<file path="src/rtl/uart_tx_8n1_pkg.sv">
// Shared definitions for the serial link: FSM state encodings and line levels.
// The matching receiver imports the same package.
package uart_tx_8n1_pkg;

    typedef enum logic [1:0] {
        ST_IDLE  = 2'd0,
        ST_START = 2'd1,
        ST_DATA  = 2'd2,
        ST_STOP  = 2'd3
    } uart_state_e;

    localparam logic LINE_IDLE = 1'b1;
    localparam logic START_LVL = 1'b0;
    localparam logic STOP_LVL  = 1'b1;

endpackage

</file>
<file path="src/rtl/uart_tx_8n1_if.sv">
// Valid/ready word handshake between the core-side producer and the transmitter.
interface uart_tx_8n1_if #(
    parameter int DATA_BITS = 8
);
    logic [DATA_BITS-1:0] tx_data;
    logic                 tx_valid;
    logic                 tx_ready;

    modport master (output tx_data, output tx_valid, input tx_ready);
    modport slave  (input tx_data, input tx_valid, output tx_ready);
endinterface

</file>
<file path="src/rtl/uart_baud_counter.sv">
// Bit-period timer: bit_tick marks the last clk of each CLKS_PER_BIT period.
// Shared with the receiver.
module uart_baud_counter #(
    parameter int CLKS_PER_BIT = 4
) (
    input  logic clk,
    input  logic reset,
    input  logic en,
    input  logic clear,
    output logic bit_tick
);
    localparam int CNT_W = $clog2(CLKS_PER_BIT);
    localparam logic [CNT_W-1:0] CNT_LAST = CNT_W'(CLKS_PER_BIT - 1);

    logic [CNT_W-1:0] r_cnt;

    assign bit_tick = en && (r_cnt == CNT_LAST);

    // NOTE: sequential state uses non-blocking assignments so every flop samples pre-edge values.
    always_ff @(posedge clk or posedge reset) begin
        if (reset) begin
            r_cnt <= '0;
        end else if (clear) begin
            r_cnt <= '0;
        end else if (en) begin
            r_cnt <= bit_tick ? '0 : r_cnt + 1'b1;
        end
    end
endmodule

</file>
<file path="src/rtl/uart_tx_8n1.sv">
// 8N1-style serial transmitter: accepts a word on the handshake, sends start, data LSB-first, stop.
// tx and tx_ready are registered from next-state values so nothing combinational reaches the pins.
module uart_tx_8n1
    import uart_tx_8n1_pkg::*;
#(
    parameter int CLKS_PER_BIT = 4,
    parameter int DATA_BITS    = 8,
    parameter int STOP_BITS    = 1
) (
    input  logic            clk,
    input  logic            reset,
    uart_tx_8n1_if.slave    s_if,
    output logic            busy,
    output logic            tx
);
    localparam int BIT_W = $clog2(DATA_BITS + 1);
    localparam logic [BIT_W-1:0] LAST_DATA = BIT_W'(DATA_BITS - 1);
    localparam logic [BIT_W-1:0] LAST_STOP = BIT_W'(STOP_BITS - 1);

    uart_state_e          r_state, w_state_nxt;
    logic [DATA_BITS-1:0] r_shift, w_shift_nxt;
    logic [BIT_W-1:0]     r_bit_idx, w_bit_idx_nxt;
    logic                 r_tx, w_tx_nxt;
    logic                 r_tx_ready, w_tx_ready_nxt;
    logic                 w_bit_tick;
    logic                 w_in_idle;

    assign w_in_idle     = (r_state == ST_IDLE);
    assign s_if.tx_ready = r_tx_ready;
    assign busy          = ~r_tx_ready;
    assign tx            = r_tx;

    uart_baud_counter #(
        .CLKS_PER_BIT (CLKS_PER_BIT)
    ) u_baud (
        .clk      (clk),
        .reset    (reset),
        .en       (~w_in_idle),
        .clear    (w_in_idle),
        .bit_tick (w_bit_tick)
    );

    // NOTE: every signal driven here gets a default first, so no path can infer a latch.
    always_comb begin
        w_state_nxt   = r_state;
        w_shift_nxt   = r_shift;
        w_bit_idx_nxt = r_bit_idx;
        w_tx_nxt      = LINE_IDLE;

        unique case (r_state)
            ST_IDLE: begin
                if (s_if.tx_valid && r_tx_ready) begin
                    w_state_nxt   = ST_START;
                    w_shift_nxt   = s_if.tx_data;
                    w_bit_idx_nxt = '0;
                end
            end
            ST_START: begin
                if (w_bit_tick) w_state_nxt = ST_DATA;
            end
            ST_DATA: begin
                if (w_bit_tick) begin
                    if (r_bit_idx == LAST_DATA) begin
                        w_state_nxt   = ST_STOP;
                        w_bit_idx_nxt = '0;
                    end else begin
                        w_bit_idx_nxt = r_bit_idx + 1'b1;
                        w_shift_nxt   = r_shift >> 1;
                    end
                end
            end
            ST_STOP: begin
                if (w_bit_tick) begin
                    if (r_bit_idx == LAST_STOP) begin
                        w_state_nxt   = ST_IDLE;
                        w_bit_idx_nxt = '0;
                    end else begin
                        w_bit_idx_nxt = r_bit_idx + 1'b1;
                    end
                end
            end
            default: w_state_nxt = ST_IDLE;
        endcase

        // Line level follows the state being entered, so tx changes on the same edge as the FSM.
        unique case (w_state_nxt)
            ST_START: w_tx_nxt = START_LVL;
            ST_DATA:  w_tx_nxt = w_shift_nxt[0];
            ST_STOP:  w_tx_nxt = STOP_LVL;
            default:  w_tx_nxt = LINE_IDLE;
        endcase

        w_tx_ready_nxt = (w_state_nxt == ST_IDLE);
    end

    // NOTE: the shift register is plain datapath flops, so it takes the async reset like the rest.
    always_ff @(posedge clk or posedge reset) begin
        if (reset) begin
            r_state    <= ST_IDLE;
            r_shift    <= '0;
            r_bit_idx  <= '0;
            r_tx       <= LINE_IDLE;
            r_tx_ready <= 1'b1;
        end else begin
            r_state    <= w_state_nxt;
            r_shift    <= w_shift_nxt;
            r_bit_idx  <= w_bit_idx_nxt;
            r_tx       <= w_tx_nxt;
            r_tx_ready <= w_tx_ready_nxt;
        end
    end
endmodule

</file>
<file path="src/flat_wrapper.sv">
// flat-port wrapper written by rule: the top's interface ports become plain ports
module uart_tx_8n1_flat import uart_tx_8n1_pkg::*;
#(
    parameter int CLKS_PER_BIT = 4,
    parameter int DATA_BITS    = 8,
    parameter int STOP_BITS    = 1
)
  (clk, reset, busy, tx, s_if_tx_data, s_if_tx_valid, s_if_tx_ready);
  uart_tx_8n1_if #(.DATA_BITS(DATA_BITS)) s_if_i ();
  input  logic clk;
  input  logic reset;
  output logic busy;
  output logic tx;
  input wire logic [$bits(s_if_i.tx_data)-1:0] s_if_tx_data;
  input wire logic [$bits(s_if_i.tx_valid)-1:0] s_if_tx_valid;
  output wire logic [$bits(s_if_i.tx_ready)-1:0] s_if_tx_ready;
  assign s_if_i.tx_data = s_if_tx_data;
  assign s_if_i.tx_valid = s_if_tx_valid;
  assign s_if_tx_ready = s_if_i.tx_ready;
  uart_tx_8n1 #(.CLKS_PER_BIT(CLKS_PER_BIT), .DATA_BITS(DATA_BITS), .STOP_BITS(STOP_BITS)) u_core (.clk(clk), .reset(reset), .s_if(s_if_i), .busy(busy), .tx(tx));
endmodule
</file>
<file path="config.mk">
export PLATFORM = sky130hd
export DESIGN_NAME = uart_tx_8n1_flat
export DESIGN_NICKNAME = d
export VERILOG_FILES = /design/src/rtl/uart_tx_8n1_pkg.sv /design/src/rtl/uart_tx_8n1_if.sv /design/src/rtl/uart_baud_counter.sv /design/src/rtl/uart_tx_8n1.sv /design/src/flat_wrapper.sv
export SDC_FILE = /design/constraint.sdc
export NUM_CORES = 1
export LEC_CHECK = 0
export BUFFER_PORTS_ARGS = -buffer_cell sky130_fd_sc_hd__buf_2
export CAP_MARGIN = 20
export CELL_PAD_IN_SITES_DETAIL_PLACEMENT = 1
export CELL_PAD_IN_SITES_GLOBAL_PLACEMENT = 1
export CORE_AREA = 2 2 53 55
export DETAILED_ROUTE_END_ITERATION = 7
export DIE_AREA = 0 0 55 57
export GPL_ROUTABILITY_DRIVEN = 0
export PLACE_DENSITY_LB_ADDON = 0.1
export REMOVE_ABC_BUFFERS = 1
export SLEW_MARGIN = 20
export SYNTH_ARGS = -nofsm -noshare
export SYNTH_HDL_FRONTEND = slang
export SYNTH_SLANG_ARGS = --single-unit
export TNS_END_PERCENT = 20
</file>
<file path="constraint.sdc">
create_clock -name clk -period 1.8 [get_ports clk]
set_clock_uncertainty 0.15 [all_clocks]
set_input_delay 0.36 -clock clk [delete_from_list [all_inputs] [get_ports clk]]
set_output_delay 0.36 -clock clk [all_outputs]
set_load 0.02 [all_outputs]
</file>
==> results by stage <==
Routing:
- The detailed router put a total of just over 1 mm of wire on met1.
- In the routed design, unresolved DRC markers number 0.
- In the final routed layout, each cell accounts on average for about 15 um.
- The number of detailed-route iterations in the first pass is 2.
- In this run the remaining antenna-violating nets after routing total 0.
- The met3 wire length is ~57 um.
- The via count normalized by instance count is approximately 5.3.
- In this run the top signal layer used is met4.
- The detailed-route via count is approximately 880.
- In the detailed route, the total length drawn on met2 is roughly 1.4 mm.
- The initial DRC count is 7.
- The wire length reported by the detailed router is around 2.5 mm.

Timing:
- In the post-route analysis, the smallest setup slack over all paths is -0.119 ns.
- The part of the cycle the worst path needs is 107%.
- The slew at the pin closest to its max-slew limit is around 0.30 ns.
- Derived from the worst setup path, the maximum achievable clock frequency is roughly 520 MHz.
- Setup repair after global routing could not meet its margin everywhere.
- The final max-slew violation count is 0.
- Setup violations remaining at the end of the flow were counted as 1.
- The count of final hold-check violations is 0.
- Measured against its own limit, the worst slew margin works out to about 80%.
- Hold is met by approximately 0.11 ns.
- Subtracting the final worst setup slack from the clock period gives 1.92 ns.

Pwr:
- The post-layout total power is ~1.4 mW.
- The peak ir drop on the vdd network is 0.000613 V.
- Dividing total power by cell area gives a power density of 1140 nW/um^2.
- The static leakage is roughly 0.6 nW.

Floorplan:
- The number of ports placed on the die boundary is 14.
- The effective utilization at floorplan is a little over a third.
- After floorplanning, the core was sized to cover about 2600 um^2.
- The die outline area is ~3100 um^2.
- From bottom edge to top edge, the die measures 57 um.
- The die is around 55 um wide.
- After floorplanning, the core was divided into 19 placement rows.

Critical path:
- Along the worst path, the maximum fanout reaches 3.
- The critical path is of the reg -> reg type.
- The arrival time at the worst endpoint is approximately 2.0 ns.
- The worst path required time is 1.88 ns.
- The worst setup path is captured at a flip-flop.
- STA classifies the critical path startpoint as a flip-flop.

Global route:
- The maximum number of pins on one net before global-route repair is 19.
- The number of global-route vias before repair is 953.
- The initial antenna violation count is 0.
- Global routing consumed, over all layers together, between 15 and 20% of the routing resources.
- The residual overflow from global routing is 0.
- The first global-routing pass estimated roughly 4.3 mm of wire.

Cells and area:
- In the final layout, the share of cells above drive strength 1 is a little over a third.
- The repair_antennas step left the layout with diodes totalling 0.
- The post-route cell area is ~1300 um^2.
- The filler cells instantiated in the layout total roughly 310.
- In the final layout, flip-flops and latches occupy around 450 um^2.
- The growth of design area from synthesis to finish is 33.1%.
- The area taken by multi-input logic gates is about 440 um^2.
- The non-filler instance count after layout is approximately 170.
- The net count reported at finish is 150.

Placed design:
- The post-placement cell count is 159.
- Once placement finished, the instance area stood at between 1000 and 1500 um^2.
- The count of input and output buffers is 13.
- Once detailed placement completed, the half-perimeter wirelength came to 1.89 mm.

Min path:
- The tightest min-delay check is of the in -> reg type.

Logic synthesis:
- The post-synthesis cell count is 99.
- dfrtp_1 is the most common cell in the netlist.
- Sequential elements use a little under half of the synthesized area.
- By area the synthesized netlist is led by dfrtp_1 (42%), o21ai_0 (5.8%), dfstp_2 (5.5%), inv_1 (5.5%), a22oi_1 (4.7%).
- After synthesis, the most frequently instantiated cells are dfrtp_1 (16), inv_1 (14), o21ai_0 (11).
- The number of unique standard cell types used by synthesis is 31.
- The cell type with the highest aggregate area in the netlist is dfrtp_1.
- The synthesized area is 948 um^2.
- Counting flops and latches in the post-synthesis netlist gives 18.
- The synthesized design devotes to its leading area cell type 42.2% of total area.
- The share of async-settable or async-resettable flops after synthesis is between 90% and 100%.
- The number of enable-type register cells in the synthesized netlist is 0.
- A synthesized cell averages 9.58 um^2.
- The main flop type after synthesis is dfrtp_1.
- The Yosys step of the flow raised 0 warnings.

Job:
- The reported max-cap violation count is 0.

CTS:
- The clock passes through at most 2 buffers.
- TritonCTS built the clock tree.
- After clock tree synthesis, the clock-pin slew on the worst setup and hold paths is 0.11 ns.
- The buffer cell driving the clock tree root is clkbuf_4.
- The H-tree depth reported by CTS is 1.
- Clock tree synthesis found a total of 18 sinks.
- The clock insertion delay at the later pin of the skew report is ~0.30 ns.
- The number of buffers inserted during clock tree synthesis is 3.

Status:
- The checks that failed: negative setup slack.
- The flow ran to the end, but the final reports show violations.
## path summary, 6_finish.rpt
check	slack (ns)	endpoint	depth (start not counted)	start
setup reg to reg	-0.12	u_core.tx	5	u_core.r_bit_idx[0]
hold reg to reg	0.30	u_core.u_baud.r_cnt[0]	1	u_core.u_baud.r_cnt[0]
setup / recovery	-0.12	u_core.tx	5	u_core.r_bit_idx[0]
hold / removal	0.11	u_core.r_shift[7]	3	s_if_tx_data[7]
min in group asynchronous	0.45	u_core.r_bit_idx[3]	4	reset
max in group asynchronous	0.79	u_core.s_if.tx_ready	4	reset
## layout by cell type, fill, tap and decap left out, drive strengths merged
| cell type | Yosys | routed |
|---|---|---|
| a22oi | 6 | 6 |
| a32oi | 1 | 1 |
| a21oi | 5 | 5 |
| and4bb | 1 | 1 |
| nor3b | 1 | 1 |
| a211oi | 2 | 2 |
| nand2b | 1 | 1 |
| buf | 2 | 35 |
| or2 | 1 | 1 |
| inv | 14 | 14 |
| nand3b | 1 | 1 |
| o22ai | 1 | 1 |
| nand3 | 3 | 3 |
| and3b | 2 | 2 |
| o21ai | 11 | 11 |
| dfrtp | 16 | 16 |
| nand4bb | 1 | 1 |
| mux2i | 1 | 1 |
| nor2b | 1 | 1 |
| a31oi | 1 | 1 |
| dfstp | 2 | 2 |
| clkbuf | 2 | 4 |
| nor2 | 4 | 4 |
| o311ai | 1 | 1 |
| or4 | 1 | 1 |
| nand4 | 1 | 1 |
| ha | 3 | 3 |
| o211ai | 1 | 1 |
| a221o | 1 | 1 |
| nand2 | 7 | 7 |
| dlygate4sd3 | 0 | 1 |
| nor3 | 4 | 4 |
## per-stage QoR
stage	setup slack (ns)	util [%]	TNS, ns
3_5_place_dp	-0.174	45.3	-0.174
4_1_cts	-0.130	47.8	-0.130
2_1_floorplan	-0.156	-	-0.156
3_3_place_gp	-0.101	45.3	-0.101
6_report	-0.119	48.3	-0.119
5_1_grt	-0.193	48.3	-0.307
## cell families (layout without fill, tap and decap cells)
group / after synthesis / in the layout / share of synthesized area [%]
flops: 18 / 18 / 47.8
fa+ha+maj: 3 / 3 / 3.96
simple gates: 29 / 29 / 17.4
mux: 1 / 1 / 1.06
buf+inv: 18 / 54 / 7.39
compound gates: 30 / 30 / 22.4
## registers in the layout (all words and copies together), names as in the netlist
name,flops
u_core.r_shift,8
u_core.r_bit_idx,4
u_core.s_if.tx_ready,1
u_core.r_state,2
u_core.tx,1
u_core.u_baud.r_cnt,2
## worst max-delay path, stage by stage (launching register included)
cell      delay, ns
dfrtp_1        0.40
ha_1           0.21
and3b_1        0.20
o311ai_4       0.25
a211oi_1       0.11
or4_1          0.53
## layer usage
metal / up-vias / global-route usage (%)
met2: 14 / 32.5
li1: 425 / -
met3: 7 / 2.62
met4: 0 / 10.1
met1: 431 / 23.5
met5: - / 0
## repair_timing
item	CTS	global route
setup endpoints to repair	2	8
resized for setup	1	6
pin swaps	2	0
setup buffers	2	0
hold buffers	1	0
hold endpoints to repair	16	0
## cell type report
| type | count | area share [%] |
|---|---|---|
| Timing Repair Buffer | 36 | 19.3 |
| Tap cell | 31 | 3.07 |
| Inverter | 14 | 4.16 |
| Multi-Input combinational cell | 63 | 34.7 |
| Sequential cell | 18 | 35.9 |
| Clock buffer | 4 | 2.87 |
## report_power, final
part / leakage [nW] / total (mW) / switching, mW / internal, mW
clock network: 0.0210 / 0.258 / 0.134 / 0.123
registers: 0.207 / 0.651 / 0.0949 / 0.556
logic: 0.361 / 0.530 / 0.266 / 0.264
total: 0.588 / 1.44 / 0.495 / 0.944
(Power assumes the default switching activity.)
